--- src/rtl/spi_ram_pkg.sv ---
// spi_ram_pkg: opcodes, FSM states and wrapped address increment shared by the SPI RAM wrapper.
package spi_ram_pkg;
  localparam logic [1:0] OPC_WRITE = 2'b00;
  localparam logic [1:0] OPC_READ  = 2'b01;
  typedef enum logic [2:0] {IDLE, OPC, ADDR, WR_DATA, RD_WAIT, RD_DATA, DROP} state_t;
  function automatic int wrap_inc(input int a, input int depth);
    return (a >= depth - 1) ? 0 : a + 1;
  endfunction
endpackage

--- src/rtl/spi_ram_mem.sv ---
// spi_ram_mem: single-port synchronous RAM with 1-cycle read latency.
module spi_ram_mem #(
  parameter int AW    = 8,
  parameter int DW    = 8,
  parameter int DEPTH = 256
) (
  input  logic          clk,
  input  logic          we,
  input  logic [AW-1:0] addr,
  input  logic [DW-1:0] wdata,
  output logic [DW-1:0] rdata
);
  logic [DW-1:0] mem [DEPTH];
  always_ff @(posedge clk) begin
    if (we) mem[addr] <= wdata;
    rdata <= mem[addr];
  end
endmodule

--- src/rtl/spi_ram_burst_wrapper.sv ---
// spi_ram_burst_wrapper: SPI slave with opcode + start address framing and auto-incrementing
// burst reads/writes into an on-chip RAM; SPI bits are sampled on the system clock.
module spi_ram_burst_wrapper
  import spi_ram_pkg::*;
#(
  parameter int ADDR_WIDTH = 8,
  parameter int DATA_WIDTH = 8,
  parameter int MEM_DEPTH  = 256
) (
  input  logic clk,
  input  logic rst,
  input  logic SS_n,
  input  logic MOSI,
  output logic MISO,
  output logic busy,
  output logic cmd_err
);
  localparam int CW = $clog2(ADDR_WIDTH > DATA_WIDTH ? ADDR_WIDTH : DATA_WIDTH) + 1;
  state_t state;
  logic [1:0] opc;
  logic [ADDR_WIDTH-1:0] addr, nxt_addr, addr_inc;
  logic [DATA_WIDTH-1:0] sh, wdata, rdata;
  logic [CW-1:0] cnt;
  logic we, err_pend, bad, last_addr, last_bit;
  assign nxt_addr  = {addr[ADDR_WIDTH-2:0], MOSI};
  assign addr_inc  = ADDR_WIDTH'(wrap_inc(int'(addr), MEM_DEPTH));
  assign last_addr = cnt == CW'(ADDR_WIDTH - 1);
  assign last_bit  = cnt == CW'(DATA_WIDTH - 1);
  assign bad       = !(opc == OPC_WRITE || opc == OPC_READ) || int'(nxt_addr) >= MEM_DEPTH;
  assign busy      = state != IDLE;
  // A committed write lands one edge after its last bit, even if the frame has ended; reset cancels it.
  spi_ram_mem #(.AW(ADDR_WIDTH), .DW(DATA_WIDTH), .DEPTH(MEM_DEPTH)) u_mem (
    .clk(clk), .we(we & ~rst), .addr(addr), .wdata(wdata), .rdata(rdata)
  );
  always_ff @(posedge clk) begin
    if (rst) begin
      state    <= IDLE;
      opc      <= '0;
      addr     <= '0;
      sh       <= '0;
      wdata    <= '0;
      cnt      <= '0;
      we       <= 1'b0;
      err_pend <= 1'b0;
      cmd_err  <= 1'b0;
      MISO     <= 1'b0;
    end else begin
      we       <= 1'b0;
      err_pend <= 1'b0;
      cmd_err  <= err_pend;
      MISO     <= 1'b0;
      if (we) addr <= addr_inc;
      if (SS_n) begin
        state <= IDLE;
        cnt   <= '0;
      end else begin
        case (state)
          IDLE: begin
            opc   <= {opc[0], MOSI};
            state <= OPC;
          end
          OPC: begin
            opc   <= {opc[0], MOSI};
            cnt   <= '0;
            state <= ADDR;
          end
          ADDR: begin
            addr <= nxt_addr;
            cnt  <= last_addr ? '0 : cnt + 1'b1;
            if (last_addr) begin
              err_pend <= bad;
              state    <= bad ? DROP : (opc == OPC_WRITE ? WR_DATA : RD_WAIT);
            end
          end
          WR_DATA: begin
            sh  <= {sh[DATA_WIDTH-2:0], MOSI};
            cnt <= last_bit ? '0 : cnt + 1'b1;
            if (last_bit) begin
              we    <= 1'b1;
              wdata <= {sh[DATA_WIDTH-2:0], MOSI};
            end
          end
          RD_WAIT: state <= RD_DATA;
          // The word is loaded at bit 0; the RAM then prefetches the next address for the following word.
          RD_DATA: begin
            MISO <= cnt == '0 ? rdata[DATA_WIDTH-1] : sh[DATA_WIDTH-1];
            sh   <= (cnt == '0 ? rdata : sh) << 1;
            cnt  <= last_bit ? '0 : cnt + 1'b1;
            if (cnt == '0) addr <= addr_inc;
          end
          default: ;
        endcase
      end
    end
  end
endmodule

--- config.mk ---
export PLATFORM = sky130hd
export DESIGN_NAME = spi_ram_burst_wrapper
export DESIGN_NICKNAME = d
export VERILOG_FILES = /design/src/rtl/spi_ram_pkg.sv /design/src/rtl/spi_ram_mem.sv /design/src/rtl/spi_ram_burst_wrapper.sv
export SDC_FILE = /design/constraint.sdc
export NUM_CORES = 2
export LEC_CHECK = 0
export CAP_MARGIN = 20
export CORE_UTILIZATION = 45
export DETAILED_ROUTE_END_ITERATION = 16
export GPL_TIMING_DRIVEN = 0
export HOLD_SLACK_MARGIN = 0.15
export PLACE_DENSITY_LB_ADDON = 0.1
export REMOVE_ABC_BUFFERS = 1
export SLEW_MARGIN = 20
export SYNTH_ARGS = -nofsm -noshare
export SYNTH_HDL_FRONTEND = slang
export SYNTH_SLANG_ARGS = --single-unit
--- constraint.sdc ---
create_clock -name clk -period 13.2 [get_ports clk]
set_clock_uncertainty 0.15 [all_clocks]
set_input_delay 2.64 -clock clk [delete_from_list [all_inputs] [get_ports clk]]
set_output_delay 2.64 -clock clk [all_outputs]
set_load 0.05 [all_outputs]
==> results by group <==
Final layout
  – Most frequent cells in the layout: edfxtp_1 (2048), mux4_2 (563), nor2_1 (303), clkbuf_16 (216), mux2i_1 (91)
  – Final nets: 3844
  – Share of post-route cells with drive strength above 1: 0.252
  – Fin util: 0.516
  – Area growth, synth to finish: 13.8%
  – Fin cells: 6365
  – Fill count: 13900
  – Commonest non-fill, non-tap cell in the layout: edfxtp_1

Place
  – Global placer's final weighted congestion: 0.799
  – HPWL after DPL: 134000 um
  – Cell Count Post-Placement: 5974
  – # port buffers: 6

Pwr
  – Part of the power in registers: 0.551
  – Clk network pwr share: 0.446
  – Psw: 2.53 mW
  – Power per Cell Area: 141 nW/um^2
  – Power share of the combinational group: 0.003
  – Internal power: 10.5 mW
  – Lkg Pwr: 31.3 nW
  – Switching part of the total: 0.194
  – Total power: 13.0 mW
  – Peak supply drop: 0.120 mV

Clocking
  – # hold bufs at CTS: 0
  – Sinks on Clock Net: 2093
  – Num CTS Buffers: 211
  – Setup Fix Bufs, Post-CTS: 0
  – Post-cts resize count: 0
  – Reg clk slew, reported paths: 60 ps
  – CTS tree: done
  – Clk root buf: clkbuf_16
  – Number of H-tree levels: 4
  – CTS max path bufs: 3
  – Worst skew pair latency: 830 ps

Timing
  – RSZ-0062 raised after global routing: no
  – Hold WS: 323 ps
  – Min cycle time layout: 6220 ps
  – Setup TNS: 0 ps
  – Worst relative slew slack: 0.199
  – Endpoints failing hold: 0
  – Period Utilization, post-route: 0.471
  – Final setup violation count: 0
  – Least-Margin Pin Slew: 1200 ps
  – Highest clock rate: 161 MHz
  – Final Max Slew Viols: 0

Drt
  – Via Count: 38500
  – Routed wire per std cell: 33.3 um
  – Vias per Instance: 6.05
  – TritonRoute pass-1 iters: 6
  – Number of DRC markers in iteration 0: 4261
  – Total wire length: 212000 um
  – DRC: 0
  – Post-route ant nets: 0

Floorplanning
  – Cell row count: 155
  – Die width: 427 um
  – DIE AREA: 182000 um^2
  – I/O pin cnt: 7
  – Core Box Area: 179000 um^2
  – Die Ht: 427 um
  – Initial Util: 0.454

Synth
  – Post-synth EDFFs: 2048
  – Top cells by area, synth: edfxtp_1 (76%), mux4_2 (16%), nor2_1 (1.4%), mux2i_1 (1.1%), dfxtp_1 (1.1%)
  – Synth Flop Type: edfxtp_1
  – Post-Synthesis Cells: 3747
  – Number of distinct library cells after synthesis: 59
  – Synth Area per Inst: 21.7 um^2
  – Sequential-to-total area share from yosys stat: 0.768
  – Synth warn: 0
  – Yosys reg bits: 2093
  – Synth area leader: edfxtp_1
  – Post-synth ARST share: 0
  – Yosys top cell area share: 0.757
  – Cell area after synthesis: 81300 um^2

Setup path
  – Crit-path leading delay family: simple AND/OR/NAND/NOR gates
  – Buf+Inv Stages, Crit Path: 1
  – Crit-path cells: clkdlybuf4s50_1 -> nor2_4 -> nand3_4 -> nor2_1
  – R2r setup slk: 7220 ps
  – Data required, critical path: 13480 ps
  – Crit start category: input port
  – Crit path capture type: flop
  – CP max stage cell: nor2_1
  – Max Fanout on Critical Path: 25
  – Worst EP arrival: 6500 ps
  – Setup CP Type: input port to flop
  – CP max stage delay: 1060 ps

Global routing
  – GRT Total Usage: 0.235
  – Vias in the first global route: 38700
  – First-pass GRT wire length: 300000 um
  – Antenna violations before repair: 5
  – Pin count of the biggest net entering global routing: 73
  – Grt total ovfl: 0

Job
  – # Max-Cap Violations: 0

Worst hold path
  – Min-Delay Path Class: flop to flop

Status
  – Status: completed
per-layer routing:
layer / vias up / wire length (um) / track usage
met3: 279 / 13700 / 0.0449
met1: 21000 / 90900 / 0.336
met5: - / 121 / 0
met2: 1282 / 102000 / 0.373
li1: 16000 / - / -
met4: 2 / 5140 / 0.0618
cell type report:
| class | instances | area (um^2) | area share |
|---|---|---|---|
| inverter | 10 | 37.5 | 0.000406 |
| clock inverter | 120 | 1020 | 0.0110 |
| tap | 2355 | 2950 | 0.0319 |
| multi-input combinational | 1411 | 17900 | 0.194 |
| timing repair buffer | 107 | 2480 | 0.0268 |
| sequential | 2093 | 62400 | 0.675 |
| clock buffer | 268 | 5620 | 0.0608 |
| antenna | 1 | 2.50 | 0.0000271 |
cells by family (layout without fill, tap and decap cells):
kind of cell / after synthesis / after routing / share of synthesized area
flops: 2093 / 2093 / 0.768
xor+xnor: 7 / 7 / 0.000754
mux: 658 / 658 / 0.168
other cells: 0 / 1 / 0
compound gates: 216 / 216 / 0.0193
fa+ha+maj: 7 / 7 / 0.00105
simple gates: 523 / 523 / 0.0281
buf+inv: 243 / 505 / 0.0153
per-stage QoR:
| step | area [um^2] | setup slack [ps] |
|---|---|---|
| after CTS | 92400 | 7050 |
| after global routing | 92500 | 6950 |
| after floorplan | 80100 | -10600 |
| final | 92500 | 6980 |
| after global placement | 83100 | -29510 |
| after detailed placement | 85800 | 6150 |
power by group through the flow:
stage	clock, mW	sequential (mW)	combinational (mW)
final	5.80	7.18	0.0391
after global routing	6.13	7.17	0.0421
after CTS	5.89	7.18	0.0401
after detailed placement	0	7.32	0.0400
after global placement	0	7.33	0.0377
after floorplan	0	7.33	0.0269
synth_stat cells, drive strengths merged (4+ instances only):
cell type / n
mux2: 4
a221oi: 10
a22o: 12
edfxtp: 2048
and3: 5
a211oi: 8
nor4: 10
nand4: 9
ha: 6
mux2i: 91
nand3: 53
a311oi: 8
inv: 10
a21oi: 40
dfxtp: 45
o21ai: 11
a32oi: 4
o32ai: 21
a22oi: 67
nor3: 25
mux4: 563
nand2: 60
clkbuf: 90
nor2: 308
or2: 4
xnor2: 4
nor2b: 20
buf: 143
o22ai: 18
nand2b: 11
worst reg2reg max path, stage by stage (launching register included):
cell	delay, ps
dfxtp_4	520
buf_12	270
buf_16	300
buf_16	330
buf_16	280
buf_16	310
buf_16	330
mux4_2	600
mux2i_1	690
o22ai_1	270
nor4_1	930
nand4_1	410
or3_1	470
state kept, by name, summed over array words and instances, names as in the netlist:
signal and cells:
err_pend 1, addr 8, state 3, u_mem.mem 2048, opc 2, sh 8
wdata 8, we 1, MISO 1, cnt 4, u_mem.rdata 8, cmd_err 1
worst paths after layout:
kind | from | end | cells after the start
setup reg to reg | addr[0] | u_mem.rdata[4] | 12
hold / removal | u_mem.rdata[3] | sh[4] | 2
setup / recovery | rst | u_mem.mem[219][6] | 4
hold reg to reg | u_mem.rdata[3] | sh[4] | 2
(Power assumes the default switching activity.)
